$ cat config.mk
export PLATFORM = sky130hd
export DESIGN_NAME = display_pattern_scheduler
export DESIGN_NICKNAME = d
export VERILOG_FILES = /design/src/rtl/display_pkg.sv /design/src/rtl/frame_tick_div.sv /design/src/rtl/display_pattern_scheduler.sv
export SDC_FILE = /design/constraint.sdc
export NUM_CORES = 1
export LEC_CHECK = 0
export BUFFER_PORTS_ARGS = -buffer_cell sky130_fd_sc_hd__buf_2
export CORE_ASPECT_RATIO = 0.7
export CORE_MARGIN = 1.5
export CORE_UTILIZATION = 35
export CTS_CLUSTER_DIAMETER = 80
export DETAILED_ROUTE_END_ITERATION = 10
export PLACE_DENSITY_LB_ADDON = 0.3
export SYNTH_ARGS = -nofsm -noshare
export SYNTH_HDL_FRONTEND = slang
export SYNTH_SLANG_ARGS = --single-unit
$ cat constraint.sdc
create_clock -name i_clk -period 1.9 [get_ports i_clk]
set_input_delay 0.19 -clock i_clk [delete_from_list [all_inputs] [get_ports i_clk]]
set_output_delay 0.19 -clock i_clk [all_outputs]
set_load 0.02 [all_outputs]
$ cat src/rtl/display_pkg.sv
// Shared definitions for the display test-pattern path.
//   MODE_W / LEVEL_W : widths of the mode code and intensity level buses
//   state_t          : scheduler FSM states
//   MODE_*           : pattern mode codes, shared with the pattern generator
//   mode_succ()      : next mode in the auto-advance sequence, with wrap
package display_pkg;

  localparam int MODE_W  = 2;
  localparam int LEVEL_W = 4;

  typedef enum logic [1:0] {
    SHOW     = 2'd0,
    FADE_OUT = 2'd1,
    SWITCH   = 2'd2,
    FADE_IN  = 2'd3
  } state_t;

  localparam logic [MODE_W-1:0] MODE_COLOR_BARS = 2'd0;
  localparam logic [MODE_W-1:0] MODE_GRID       = 2'd1;
  localparam logic [MODE_W-1:0] MODE_GRADIENT   = 2'd2;
  localparam logic [MODE_W-1:0] MODE_CHECKER    = 2'd3;

  // Wraps num_modes-1 back to 0; codes at or above num_modes also wrap.
  function automatic logic [MODE_W-1:0] mode_succ(input logic [MODE_W-1:0] m,
                                                  input int num_modes);
    return (int'(m) >= num_modes - 1) ? '0 : m + 1'b1;
  endfunction

endpackage

$ cat src/rtl/frame_tick_div.sv
// Frame-pulse prescaler: emits one o_tick for every DIV qualified frame pulses.
//   i_clk   : pixel clock
//   i_rst_n : asynchronous active-low reset
//   i_frame : qualified frame pulse to count
//   i_clr   : synchronous clear of the count (suppresses o_tick)
//   o_tick  : combinational, high in the cycle of the DIV-th frame pulse
module frame_tick_div #(
  parameter int DIV = 2
) (
  input  logic i_clk,
  input  logic i_rst_n,
  input  logic i_frame,
  input  logic i_clr,
  output logic o_tick
);

  localparam int CW = (DIV > 1) ? $clog2(DIV) : 1;

  logic [CW-1:0] cnt;

  assign o_tick = i_frame & ~i_clr & (cnt == CW'(DIV - 1));

  // NOTE: every register is cleared by the async reset so the block leaves
  // reset in a known state without relying on a first frame pulse.
  always_ff @(posedge i_clk or negedge i_rst_n) begin
    if (!i_rst_n) begin
      cnt <= '0;
    end else if (i_clr || o_tick) begin
      cnt <= '0;
    end else if (i_frame) begin
      // NOTE: non-blocking assignment for all state so every flop samples the
      // pre-edge values regardless of statement order.
      cnt <= cnt + 1'b1;
    end
  end

endmodule

$ cat src/rtl/display_pattern_scheduler.sv
// Test-pattern scheduler: chooses the active pattern mode and global intensity.
// Mode changes are deferred to frame boundaries and wrapped in a fade-out /
// fade-in intensity ramp.
//   i_clk, i_rst_n     : pixel clock, asynchronous active-low reset
//   i_frame            : one pulse per frame (start of vblank)
//   i_next             : key pulse, advance to the next mode
//   i_cfg_valid/_mode/_hold, o_cfg_ready : CPU config handshake
//   o_mode             : active pattern mode
//   o_level            : intensity multiplier for the colour mixer
//   o_mode_changed     : one-cycle pulse when o_mode updates
//   o_busy             : high whenever a fade/switch is in progress
module display_pattern_scheduler
  import display_pkg::*;
#(
  parameter int NUM_MODES       = 4,
  parameter int DWELL_FRAMES    = 300,
  parameter int FRAMES_PER_STEP = 2,
  parameter int LEVEL_MAX       = 15
) (
  input  logic               i_clk,
  input  logic               i_rst_n,
  input  logic               i_frame,
  input  logic               i_next,
  input  logic               i_cfg_valid,
  input  logic [MODE_W-1:0]  i_cfg_mode,
  input  logic               i_cfg_hold,
  output logic               o_cfg_ready,
  output logic [MODE_W-1:0]  o_mode,
  output logic [LEVEL_W-1:0] o_level,
  output logic               o_mode_changed,
  output logic               o_busy
);

  localparam logic [LEVEL_W-1:0] LVL_MAX = LEVEL_W'(LEVEL_MAX);
  localparam logic [LEVEL_W-1:0] LVL_ONE = LEVEL_W'(1);

  state_t             state, state_next;
  logic               pending;
  logic               hold;
  logic [MODE_W-1:0]  target;

  logic show_idle;
  logic cfg_accept;
  logic cfg_change;
  logic next_accept;
  logic dwell_tick;
  logic step_tick;
  logic in_fade;

  assign show_idle   = (state == SHOW) & ~pending;
  assign o_cfg_ready = show_idle;
  assign o_busy      = (state != SHOW);
  assign in_fade     = (state == FADE_OUT) | (state == FADE_IN);

  assign cfg_accept  = i_cfg_valid & show_idle;
  // Requests for the current mode or an unknown mode only update hold.
  assign cfg_change  = cfg_accept & (int'(i_cfg_mode) < NUM_MODES) &
                       (i_cfg_mode != o_mode);
  // A same-cycle config accept always takes precedence over the key.
  assign next_accept = i_next & show_idle & ~cfg_accept;

  // Dwell counts only idle SHOW frames; it restarts after every fade and
  // whenever a config request starts a new fade.
  frame_tick_div #(.DIV(DWELL_FRAMES)) u_dwell_div (
    .i_clk   (i_clk),
    .i_rst_n (i_rst_n),
    .i_frame (i_frame & show_idle & ~hold),
    .i_clr   ((state != SHOW) | cfg_change),
    .o_tick  (dwell_tick)
  );

  // Held at zero outside the fade states, so each fade starts a fresh count.
  frame_tick_div #(.DIV(FRAMES_PER_STEP)) u_step_div (
    .i_clk   (i_clk),
    .i_rst_n (i_rst_n),
    .i_frame (i_frame & in_fade),
    .i_clr   (~in_fade),
    .o_tick  (step_tick)
  );

  always_ff @(posedge i_clk or negedge i_rst_n) begin
    if (!i_rst_n) state <= SHOW;
    else          state <= state_next;
  end

  always_comb begin
    // NOTE: default first so every path assigns state_next and no latch forms.
    state_next = state;
    unique case (state)
      SHOW:     if (pending) state_next = FADE_OUT;
      FADE_OUT: if ((o_level == '0) || (step_tick && o_level == LVL_ONE))
                  state_next = SWITCH;
      SWITCH:   if (i_frame) state_next = FADE_IN;
      FADE_IN:  if ((o_level >= LVL_MAX) || (step_tick && o_level == LVL_MAX - 1'b1))
                  state_next = SHOW;
      default:  state_next = SHOW;
    endcase
  end

  always_ff @(posedge i_clk or negedge i_rst_n) begin
    if (!i_rst_n) begin
      o_mode         <= MODE_COLOR_BARS;
      o_level        <= LVL_MAX;
      o_mode_changed <= 1'b0;
      pending        <= 1'b0;
      hold           <= 1'b0;
      target         <= '0;
    end else begin
      o_mode_changed <= 1'b0;

      if (cfg_accept) hold <= i_cfg_hold;

      if (cfg_change) begin
        target  <= i_cfg_mode;
        pending <= 1'b1;
      end else if (next_accept || dwell_tick) begin
        target  <= mode_succ(o_mode, NUM_MODES);
        pending <= 1'b1;
      end

      // Saturating ramps: the level never wraps even if a tick arrives late.
      if (state == FADE_OUT && step_tick && o_level != '0)
        o_level <= o_level - 1'b1;
      if (state == FADE_IN && step_tick && o_level != LVL_MAX)
        o_level <= o_level + 1'b1;

      if (state == SWITCH && i_frame) begin
        o_mode         <= target;
        o_mode_changed <= 1'b1;
        pending        <= 1'b0;
      end
    end
  end

endmodule

==> flow_metrics.py <==
metrics = {
    "outcome": {
        "status": "complete, no violations",
    },
    "yosys": {
        "yosys.area.top_type": "dfrtp_1",
        "postSynth.asyncResetShare_pct": 100,
        "synth_top_area_share_pct": 31.6,
        "yosys.cell_types.count": 46,
        "ys_seq_area_share_pct": 38.6,
        "synth_seq_cells": 23,
        "synthesis.nets": 168,
        "yosys.cell_count.top_type": "dfrtp_1",
        "syn_area_um2": 1510,
        "synth_ff_type": "dfrtp_1",
        "synth-edff-count": 0,
        "synthTopCellsByCount": "dfrtp_1, ha_1, inv_1, nand3_1, nand2_1",
        "netlist_top_cells_area": "dfrtp_1, ha_1, dfstp_2, mux2i_1, nand3_1",
        "syn_avg_cell_area_um2": 10.1,
        "yosysWarnings": 0,
        "synth_cells": 149,
    },
    "power_and_ir_drop": {
        "peakVddDrop_v": 0.000702,
        "p_clk_share_pct": 12.9,
        "p_per_area_nw_per_um2": 1330,
        "p_comb_share_pct": 52.6,
        "p_seq_share_pct": 34.5,
        "intPower_mw": 1.36,
        "switching_share_pct": 42.4,
        "p_leak_nw": 0.771,
        "switching_power_mw": 1.00,
        "power.total_mw": 2.36,
    },
    "clock_network": {
        "cts.clk_slew.worst_paths_ns": 0.08,
        "tritoncts": "built",
        "numCtsBuffers": 3,
        "cts_max_level": 1,
        "root_buffer": "clkbuf_8",
        "cts.sinks": 23,
        "clock_latency_ns": 0.27,
        "clockBufferDepth": 2,
    },
    "floorplanning": {
        "num_rows": 19,
        "ios": 17,
        "die-area_um2": 4710,
        "fp.dieW_um": 81.4,
        "start_util_pct": 37.5,
        "die_y_um": 57.9,
        "fp.coreArea_um2": 4020,
    },
    "setup_path": {
        "crit_start": "o_level[0]",
        "worstPathArrival_ns": 1.97,
        "r2r_slack_ns": 0.09,
        "worstSetupEndpointType": "flop",
        "cp-start-kind": "flop",
        "critPathKind": "flop to flop",
        "r2r_start": "o_level[0]",
        "crit_fanout": 5,
        "required_ns": 2.06,
    },
    "timing": {
        "post-route-period-util_pct": 95.1,
        "relSlewSlack_pct": 65.0,
        "worst_slew_pin_slew_ns": 0.526,
        "max_freq_ghz": 0.554,
        "period_minus_slack_ns": 1.81,
        "final_max_slew_viol_count": 0,
        "setup_viol": 0,
        "rsz0062_at_grt": "yes",
        "fin_skew_ns": 0.00808,
        "finalHoldViolCount": 0,
    },
    "placement": {
        "gp_congestion": 0.917,
        "hpwl_mm": 2.31,
        "port-buffer-count": 16,
        "place_area_um2": 1680,
    },
    "global_route": {
        "grt_pass1_wl_mm": 5.53,
        "antenna_found_initial": 0,
        "grt_overflow_total": 0,
        "grt_max_degree": 24,
        "grt_usage_pct": 15.2,
        "grt_pass1_vias": 1175,
    },
    "drt": {
        "remaining_drc_errors": 0,
        "vias": 1241,
        "wl_per_cell_um": 14.3,
        "wl_mm": 3.22,
        "firstDrtPassIters": 4,
        "drtAntennaViolNets": 0,
        "via_per_inst": 5.49,
        "drt_iter0_drc": 91,
    },
    "layout": {
        "final_layout_size_suffix_gt1_share_pct": 28.7,
        "post-route-cell-area_um2": 1770,
        "n_antenna_cell": 0,
        "nets": 194,
        "area_growth_pct": 17.7,
    },
    "run": {
        "drv_cap": 0,
    },
    "hold_path": {
        "min_from": "i_cfg_hold",
        "hold_path.class": "input pin to flop",
    },
}
-- critical path: stages (launching register included) --
cell	delay, ns
dfstp_2	0.56
inv_1	0.09
ha_2	0.20
or3b_4	0.24
nand2_2	0.09
o211ai_2	0.22
mux2_4	0.32
-- area by class of cell --
type	instances	area (um^2)
fill	376	2250
multi-input combinational	112	881
sequential	23	581
timing repair buffer	25	163
tap	52	65.1
clock buffer	4	45.0
inverter	10	37.5
-- registers in the layout (all words and copies together) (netlist names) --
register         flops
u_dwell_div.cnt      9
target               2
u_step_div.cnt       1
o_mode_changed       1
o_mode               2
state                2
o_level              4
pending              1
hold                 1
-- power by group through the flow --
stage | Clock [mW] | Combinational [mW] | Sequential (mW)
after floorplan | 0 | 0.805 | 0.864
after global placement | 0 | 1.15 | 0.820
after detailed placement | 0 | 1.17 | 0.829
after CTS | 0.316 | 1.17 | 0.824
after global routing | 0.339 | 1.38 | 0.835
final | 0.305 | 1.24 | 0.813
-- through the flow --
step           hold slack (ns)  util (%)  instances  setup slack (ns)  TNS [ns]
2_1_floorplan           -0.106         -        149            0.0423         0
3_3_place_gp             0.198      41.8        219            0.0999         0
3_5_place_dp             0.203      41.8        219            0.0250         0
4_1_cts                  0.166      43.2        224            0.0221         0
5_1_grt                  0.153      44.1        226           -0.0312   -0.0475
6_report                 0.172      44.1        226            0.0934         0
-- placed cells by master, fill, tap and decap left out, types with 2 or more instances in the layout --
master / synthesis / layout
xnor2_1: 2 / 2
a31oi_1: 3 / 3
a21oi_1: 7 / 7
buf_2: 2 / 16
clkbuf_8: 0 / 3
xor2_1: 4 / 4
nand3_1: 10 / 10
inv_1: 10 / 10
dfrtp_1: 19 / 19
a211oi_2: 0 / 3
nand4_1: 2 / 2
mux2_2: 3 / 3
nand3b_1: 3 / 3
ha_1: 11 / 9
o2111ai_1: 4 / 4
nor2_1: 6 / 5
nand2_1: 9 / 9
dfstp_2: 4 / 4
and3_1: 5 / 5
a2bb2oi_1: 2 / 2
and4bb_2: 2 / 2
mux2i_1: 5 / 5
o211ai_1: 2 / 2
ha_2: 0 / 2
a21o_1: 2 / 2
o21ai_0: 7 / 6
buf_4: 1 / 7
-- cells by family (layout without fill, tap and decap cells) --
family          after synthesis  after routing  share of synthesized area, %
xor+xnor                      6              6                          3.49
simple gates                 49             49                          19.9
flops                        23             23                          38.6
fa+ha+maj                    11             11                          9.14
compound gates               37             37                          18.0
buf+inv                      14             39                          4.41
mux                           9              9                          6.57
-- final timing paths --
kind	endpoint	cells past startpoint
min	hold	2
min reg2reg	o_level[1]	2
min in group asynchronous	state[1]	2
max reg2reg	state[1]	6
max in group asynchronous	o_level[1]	2
max	state[1]	6
-- timing repair --
action,CTS,global route
hold buffers,1,0
endpoints found under the setup margin,0,7
hold endpoints to repair,19,0
gates resized for setup,0,6
setup buffers,0,2
-- routing by layer --
metal,GRT usage (%),up-vias,routed length [um]
li1,-,603,-
met1,21.8,611,1600
met2,22.9,23,1480
met3,3.78,4,113
met4,3.69,0,30
met5,0,-,0
No activity file was read; power rests on OpenSTA's default activity.
